File: src/rtl/corelet_pkg.sv
// Shared constants for the corelet instruction sequencer: geometry,
// inst_q bit positions, the idle instruction word and the FSM states.
package corelet_pkg;

    localparam int ROW      = 8;   // MAC array rows (L0 width in vectors)
    localparam int COL      = 8;   // MAC array columns (weight vectors per tile)
    localparam int ADDR_W   = 11;  // SRAM address width
    localparam int L0_DEPTH = 64;  // L0 depth, upper bound on activations per tile
    localparam int SETTLE   = 16;  // idle cycles after the weight load (ROW + COL)
    localparam int INST_W   = 34;

    // inst_q bit map
    localparam int ACC       = 33;
    localparam int PMEM_CEN  = 32;
    localparam int PMEM_WEN  = 31;
    localparam int PMEM_ADDR = 20;  // [30:20]
    localparam int XMEM_CEN  = 19;
    localparam int XMEM_WEN  = 18;
    localparam int XMEM_ADDR = 7;   // [17:7]
    localparam int OFIFO_RD  = 6;
    localparam int IFIFO     = 4;   // [5:4]
    localparam int L0_RD     = 3;
    localparam int L0_WR     = 2;
    localparam int EXECUTE   = 1;
    localparam int LOAD      = 0;

    // Both SRAMs deselected and write-disabled, every strobe low.
    localparam logic [INST_W-1:0] INST_IDLE = 34'h1_800C_0000;

    typedef enum logic [2:0] {
        S_IDLE     = 3'd0,
        S_W_FILL   = 3'd1,
        S_W_LOAD   = 3'd2,
        S_W_SETTLE = 3'd3,
        S_A_FILL   = 3'd4,
        S_EXEC     = 3'd5,
        S_DRAIN    = 3'd6,
        S_DONE     = 3'd7
    } state_t;

endpackage

File: src/rtl/corelet_ctrl_cnt.sv
// Loadable down-counter with a zero flag. Load wins over decrement and the
// count holds at zero, so a phase of length L is timed by loading L-1 and
// leaving when zero_o is seen.
module corelet_ctrl_cnt
    import corelet_pkg::*;
(
    input  logic              clk,
    input  logic              reset,
    input  logic              load_i,
    input  logic [ADDR_W-1:0] load_val_i,
    input  logic              dec_i,
    output logic              zero_o
);

    logic [ADDR_W-1:0] cnt_q, cnt_d;

    // Next count: load has priority, decrement saturates at zero.
    always_comb begin
        cnt_d = cnt_q;
        if (load_i) begin
            cnt_d = load_val_i;
        end else if (dec_i && (cnt_q != '0)) begin
            cnt_d = cnt_q - 1'b1;
        end
    end

    // Count register.
    always_ff @(posedge clk or posedge reset) begin
        if (reset) cnt_q <= '0;
        else       cnt_q <= cnt_d;
    end

    assign zero_o = (cnt_q == '0);

endmodule

File: src/rtl/corelet_ctrl.sv
// Corelet instruction sequencer. One accepted start runs a full tile:
// weights xmem->L0->array, settle, activations xmem->L0->execute, then the
// output FIFO is drained into pmem. inst_q is fully registered, so every
// field appears the cycle after the state that produced it.
//
// Drain handshake: ofifo_rd is raised (in inst_q) the cycle after
// ofifo_valid is sampled high while reads remain; the pmem write for that
// row follows in the next inst_q cycle at p_base + k.
module corelet_ctrl
    import corelet_pkg::*;
(
    input  logic              clk,
    input  logic              reset,
    input  logic              start,
    input  logic [ADDR_W-1:0] n_act,
    input  logic [ADDR_W-1:0] w_base,
    input  logic [ADDR_W-1:0] a_base,
    input  logic [ADDR_W-1:0] p_base,
    input  logic              l0_full,
    input  logic              ofifo_valid,
    output logic [INST_W-1:0] inst_q,
    output logic              busy,
    output logic              done,
    output logic              err,
    output state_t            dbg_state
);

    state_t            state_q, state_d;
    logic [ADDR_W-1:0] cnt_q, cnt_d;      // cycle index in phase / reads issued in DRAIN
    logic [ADDR_W-1:0] k_q, k_d;          // pmem write offset
    logic [ADDR_W-1:0] n_act_q, w_base_q, a_base_q, p_base_q;
    logic [INST_W-1:0] inst_d;
    logic              busy_q, busy_d, done_q, done_d, err_q, err_d;
    logic              accept, reject;
    logic              ph_load, ph_zero;
    logic [ADDR_W-1:0] ph_val;
    logic              dr_load, dr_dec, dr_zero;
    logic [ADDR_W-1:0] dr_val;

    // Phase length timer: reloaded on every phase transition.
    corelet_ctrl_cnt u_phase_cnt (
        .clk        (clk),
        .reset      (reset),
        .load_i     (ph_load),
        .load_val_i (ph_val),
        .dec_i      (1'b1),
        .zero_o     (ph_zero)
    );

    // Remaining pmem writes during DRAIN.
    corelet_ctrl_cnt u_drain_cnt (
        .clk        (clk),
        .reset      (reset),
        .load_i     (dr_load),
        .load_val_i (dr_val),
        .dec_i      (dr_dec),
        .zero_o     (dr_zero)
    );

    // Next state, phase counters and the next instruction word.
    always_comb begin
        state_d = state_q;
        cnt_d   = cnt_q + 1'b1;
        k_d     = k_q;
        inst_d  = INST_IDLE;
        ph_load = 1'b0;
        ph_val  = '0;
        dr_load = 1'b0;
        dr_val  = '0;
        dr_dec  = 1'b0;
        accept  = 1'b0;
        reject  = 1'b0;

        case (state_q)
            S_IDLE: begin
                cnt_d = '0;
                if (start) begin
                    if ((n_act == '0) || (n_act > ADDR_W'(L0_DEPTH))) begin
                        reject = 1'b1;
                    end else begin
                        accept  = 1'b1;
                        state_d = S_W_FILL;
                        ph_load = 1'b1;
                        ph_val  = ADDR_W'(COL);      // COL reads + 1 trailing l0_wr
                        k_d     = '0;
                    end
                end
            end
            S_W_FILL: begin
                if (cnt_q < ADDR_W'(COL)) begin
                    inst_d[XMEM_CEN]                 = 1'b0;
                    inst_d[XMEM_ADDR +: ADDR_W]      = w_base_q + cnt_q;
                end
                // SRAM data arrives one cycle after its read.
                if (cnt_q != '0) inst_d[L0_WR] = 1'b1;
                if (ph_zero) begin
                    state_d = S_W_LOAD;
                    cnt_d   = '0;
                    ph_load = 1'b1;
                    ph_val  = ADDR_W'(COL - 1);
                end
            end
            S_W_LOAD: begin
                inst_d[L0_RD] = 1'b1;
                inst_d[LOAD]  = 1'b1;
                if (ph_zero) begin
                    state_d = S_W_SETTLE;
                    cnt_d   = '0;
                    ph_load = 1'b1;
                    ph_val  = ADDR_W'(SETTLE - 1);
                end
            end
            S_W_SETTLE: begin
                if (ph_zero) begin
                    state_d = S_A_FILL;
                    cnt_d   = '0;
                    ph_load = 1'b1;
                    ph_val  = n_act_q;               // n_act reads + 1 trailing l0_wr
                end
            end
            S_A_FILL: begin
                if (cnt_q < n_act_q) begin
                    inst_d[XMEM_CEN]            = 1'b0;
                    inst_d[XMEM_ADDR +: ADDR_W] = a_base_q + cnt_q;
                end
                if (cnt_q != '0) inst_d[L0_WR] = 1'b1;
                if (ph_zero) begin
                    state_d = S_EXEC;
                    cnt_d   = '0;
                    ph_load = 1'b1;
                    ph_val  = n_act_q - 1'b1;
                end
            end
            S_EXEC: begin
                inst_d[L0_RD]   = 1'b1;
                inst_d[EXECUTE] = 1'b1;
                if (ph_zero) begin
                    state_d = S_DRAIN;
                    cnt_d   = '0;
                    dr_load = 1'b1;
                    dr_val  = n_act_q - 1'b1;
                end
            end
            S_DRAIN: begin
                cnt_d = cnt_q;
                if (ofifo_valid && (cnt_q < n_act_q)) begin
                    inst_d[OFIFO_RD] = 1'b1;
                    cnt_d            = cnt_q + 1'b1;
                end
                // Write the row read out in the previous inst_q cycle.
                if (inst_q[OFIFO_RD]) begin
                    inst_d[PMEM_CEN]            = 1'b0;
                    inst_d[PMEM_WEN]            = 1'b0;
                    inst_d[PMEM_ADDR +: ADDR_W] = p_base_q + k_q;
                    k_d                         = k_q + 1'b1;
                    dr_dec                      = 1'b1;
                    if (dr_zero) begin
                        state_d = S_DONE;
                        cnt_d   = '0;
                    end
                end
            end
            S_DONE: begin
                state_d = S_IDLE;
                cnt_d   = '0;
            end
            default: begin
                state_d = S_IDLE;
                cnt_d   = '0;
            end
        endcase
    end

    // Status flags: busy spans start+1 through the done cycle, err is sticky.
    always_comb begin
        busy_d = (state_q != S_IDLE) || accept;
        done_d = (state_q == S_DONE);
        err_d  = err_q;
        if (accept)                    err_d = 1'b0;
        if (reject)                    err_d = 1'b1;
        if (inst_q[L0_WR] && l0_full)  err_d = 1'b1;
    end

    // State, counters, latched tile parameters and registered outputs.
    always_ff @(posedge clk or posedge reset) begin
        if (reset) begin
            state_q  <= S_IDLE;
            cnt_q    <= '0;
            k_q      <= '0;
            n_act_q  <= '0;
            w_base_q <= '0;
            a_base_q <= '0;
            p_base_q <= '0;
            inst_q   <= INST_IDLE;
            busy_q   <= 1'b0;
            done_q   <= 1'b0;
            err_q    <= 1'b0;
        end else begin
            state_q <= state_d;
            cnt_q   <= cnt_d;
            k_q     <= k_d;
            inst_q  <= inst_d;
            busy_q  <= busy_d;
            done_q  <= done_d;
            err_q   <= err_d;
            if (accept) begin
                n_act_q  <= n_act;
                w_base_q <= w_base;
                a_base_q <= a_base;
                p_base_q <= p_base;
            end
        end
    end

    assign busy      = busy_q;
    assign done      = done_q;
    assign err       = err_q;
    assign dbg_state = state_q;

endmodule

File: config.mk
export PLATFORM = sky130hd
export DESIGN_NAME = corelet_ctrl
export DESIGN_NICKNAME = d
export VERILOG_FILES = /design/src/rtl/corelet_pkg.sv /design/src/rtl/corelet_ctrl_cnt.sv /design/src/rtl/corelet_ctrl.sv
export SDC_FILE = /design/constraint.sdc
export NUM_CORES = 1
export LEC_CHECK = 0
export BUFFER_PORTS_ARGS = -buffer_cell sky130_fd_sc_hd__buf_2
export CAP_MARGIN = 30
export CORE_MARGIN = 2
export CORE_UTILIZATION = 47
export DETAILED_ROUTE_END_ITERATION = 7
export PLACE_DENSITY = 0.67
export SLEW_MARGIN = 20
export SYNTH_ARGS = -nofsm -noshare
export SYNTH_HDL_FRONTEND = slang
export SYNTH_SLANG_ARGS = --single-unit
File: constraint.sdc
create_clock -name clk -period 5.8 [get_ports clk]
set_input_delay 1.16 -clock clk [delete_from_list [all_inputs] [get_ports clk]]
set_output_delay 1.16 -clock clk [all_outputs]
set_load 0.05 [all_outputs]
==> metrics.yaml <==
cells_and_area:
  final_layout_size_suffix_gt1_frac: 0.213
  final_nets: 929
  largest_reg_flops: 29
  regMostFlops: "inst_q"
  diodes: 0
  fin_cells: 1027
  fill_cells: 1342
  fin_util: 0.562
  syn2layout_area_growth_pct: 17.2
setup_path:
  cp-startpoint: "n_act[10]"
  cp_num_buf_inv: 2
  r2r-start: "dbg_state[2]"
  endpoint_kind: "register"
  crit_chain: "buf_2, or3_1, a2111oi_0, nor3_1, inv_1, nand3_1, mux2_2"
  reg2reg_slack_ns: 2.82
  crit_cells: 7
  cp_max_fo: 6
  worst-r2r-cell-count: 6
  max_stage_delay_ns: 0.79
  crit_arrival_ns: 3.42
  crit_type: "in -> reg"
  critPathCapture: "dbg_state[0]"
  startpoint_type: "input port"
  crit_path_top_delay_cell: "a2111oi_0"
  required_ns: 6.11
  worst_r2r_endpoint: "k_q[10]"
  critPathTopFamily: "simple AND/OR/NAND/NOR gates"
global_routing:
  use_met1: 0.294
  grt_antenna_before_repair: 0
  grt_overflow: 0
  grt_pass1_vias: 5922
  grtUsageMet3: 0.0505
  grtUsageMet2: 0.381
  grt_use_total: 0.231
  grt_max_degree: 53
  busiest_layer: "met2"
  grt_pass1_wl_um: 29400
sta:
  hold_violations: 0
  drv_slew: 0
  clock_skew_ns: 0.00708
  relSlewSlack: 0.324
  fmax_ghz: 0.321
  worst_pin_slew_ns: 0.989
  period_share: 0.537
  post-route-min-period_ns: 3.11
  setup_viol: 0
  tns_ns: 0
  rsz0062_at_grt: "no"
outcome:
  outcome: "completed"
floorplan:
  core-area_um2: 15100
  dieHeight_um: 128
  die_width_um: 128
  die-area_um2: 16500
  ios: 89
  initial_core_util: 0.480
  rows: 45
pwr:
  switching_power_mw: 1.42
  intPower_mw: 2.30
  powerDensity_nw_per_um2: 437
  ir_worst_vdd_mv: 0.241
  leakagePower_nw: 4.11
  combPwrFrac: 0.361
  pwr-share-clk: 0.303
  p_seq_frac: 0.336
  swShare: 0.382
routing:
  ant_nets: 0
  vias_per_cell: 5.85
  avgRoutedWirePerCell_um: 17.7
  vias: 6005
  wl_um: 18100
  drt_iter0_drc: 442
  drc: 0
  firstDrtPassIters: 5
synth:
  ys_warn_count: 0
  synth_edf_count: 0
  ys_types: 67
  synth_cells: 740
  syn_avg_cell_area_um2: 9.82
  async_flop_share: 1.00
  ys.flop_type: "dfrtp_1"
  syn_area_um2: 7260
  ys_seq_elements: 123
  seq_area_frac_synth: 0.424
placement:
  hpwl_um: 13100
  dp.cells: 994
  gp_congestion: 0.934
  io_buffers: 84
clock_network:
  cts-htree-levels: 4
  cts_tree: "built"
  cts-root-buf: "clkbuf_16"
  cts_buffers: 17
  cts_setup_buffers: 0
  ctsLongestPathBuffers: 2
  numClockSinks: 123
  clock_latency_ns: 0.43
  hold_buffers: 0
  path_clk_slew_ns: 0.06
  cts.repair.resized: 0
worst_hold_path:
  min_path_type: "reg -> reg"
job:
  drv_cap: 0
-- kinds of logic (layout without fill, tap and decap cells) --
kind of cell | Yosys count | in the layout | synth area share
buffers and inverters | 63 | 160 | 0.0362
other | 2 | 4 | 0.00103
DFF | 123 | 123 | 0.424
xor gates and xnor gates | 56 | 56 | 0.0675
and+or+nand+nor | 229 | 229 | 0.156
adders and majority gates | 54 | 54 | 0.0961
muxes | 39 | 39 | 0.0599
AOI/OAI and AO/OA | 174 | 174 | 0.159
-- worst min-delay path by stage --
stage,from,end,slack [ns],depth (start not counted)
detailed placement,a_base_q[4],a_base_q[4],0.50,1
floorplan,a_base_q[10],a_base_q[10],0.47,2
global route,p_base_q[0],p_base_q[0],0.53,1
global placement,p_base_q[0],p_base_q[0],0.50,1
CTS,a_base_q[4],a_base_q[4],0.51,1
finish,a_base_q[4],a_base_q[4],0.51,1
-- per-layer routing --
layer	wire length, um	part of all wire
met1	7860	0.43
met2	8870	0.49
met3	925	0.051
met4	494	0.027
met5	0	0
-- metrics by stage --
stage | hold slack, ns | area [um2] | worst slack [ns] | total power [mW]
2_1_floorplan | 0.467 | 7270 | 1.37 | 2.23
6_report | 0.508 | 8520 | 2.69 | 3.72
5_1_grt | 0.533 | 8520 | 2.61 | 3.95
3_3_place_gp | 0.496 | 7860 | 2.35 | 2.53
3_5_place_dp | 0.502 | 7880 | 2.30 | 2.58
4_1_cts | 0.514 | 8510 | 2.73 | 3.73
-- synth_stat cells, types with 10 or more instances --
| cell type | instances | area, um2 |
|---|---|---|
| mux2_2 | 36 | 405 |
| ha_1 | 51 | 638 |
| o22ai_1 | 20 | 125 |
| clkbuf_1 | 14 | 52.6 |
| dfrtp_1 | 121 | 3030 |
| xnor2_1 | 27 | 236 |
| xor2_1 | 29 | 254 |
| nor2_1 | 56 | 210 |
| nand2_1 | 63 | 236 |
| or3_1 | 11 | 68.8 |
| o21ai_0 | 42 | 210 |
| nand3_1 | 19 | 95.1 |
| inv_1 | 38 | 143 |
| a21oi_1 | 39 | 195 |
| and3_1 | 10 | 62.6 |
| nor3_1 | 18 | 90.1 |
-- power groups by stage --
stage / Combinational (mW) / Clock [mW] / Sequential (mW)
6_report: 1.34 / 1.13 / 1.25
5_1_grt: 1.48 / 1.18 / 1.28
4_1_cts: 1.34 / 1.15 / 1.25
3_5_place_dp: 1.32 / 0 / 1.26
3_3_place_gp: 1.28 / 0 / 1.25
2_1_floorplan: 0.891 / 0 / 1.34
-- layout by cell type (no fill, tap or decap), types with 7 or more instances in the layout --
cell type / netlist / final
and3_1: 10 / 10
a21oi_1: 39 / 38
o21ai_0: 42 / 41
xor2_1: 29 / 29
a21o_1: 7 / 7
ha_1: 51 / 51
nand2_1: 63 / 63
mux2_2: 36 / 36
inv_1: 38 / 37
nand3_1: 19 / 19
clkbuf_16: 0 / 17
dfrtp_1: 121 / 121
nor2_1: 56 / 56
nand2b_1: 9 / 9
xnor2_1: 27 / 27
and2_1: 8 / 8
nor2b_1: 7 / 7
o22ai_1: 20 / 20
or3_1: 11 / 11
a211oi_1: 7 / 7
buf_2: 6 / 85
nor3_1: 18 / 18
-- layout make-up --
class,count,area [um2],share of cell area
multi-input cells,556,3940,0.463
flip-flops and latches,123,3080,0.362
repair buffers,90,483,0.0567
clock buffers,21,460,0.0541
well taps,188,235,0.0276
clock inverters,11,168,0.0197
inverters,38,145,0.0170
No activity file was read; power rests on OpenSTA's default activity.
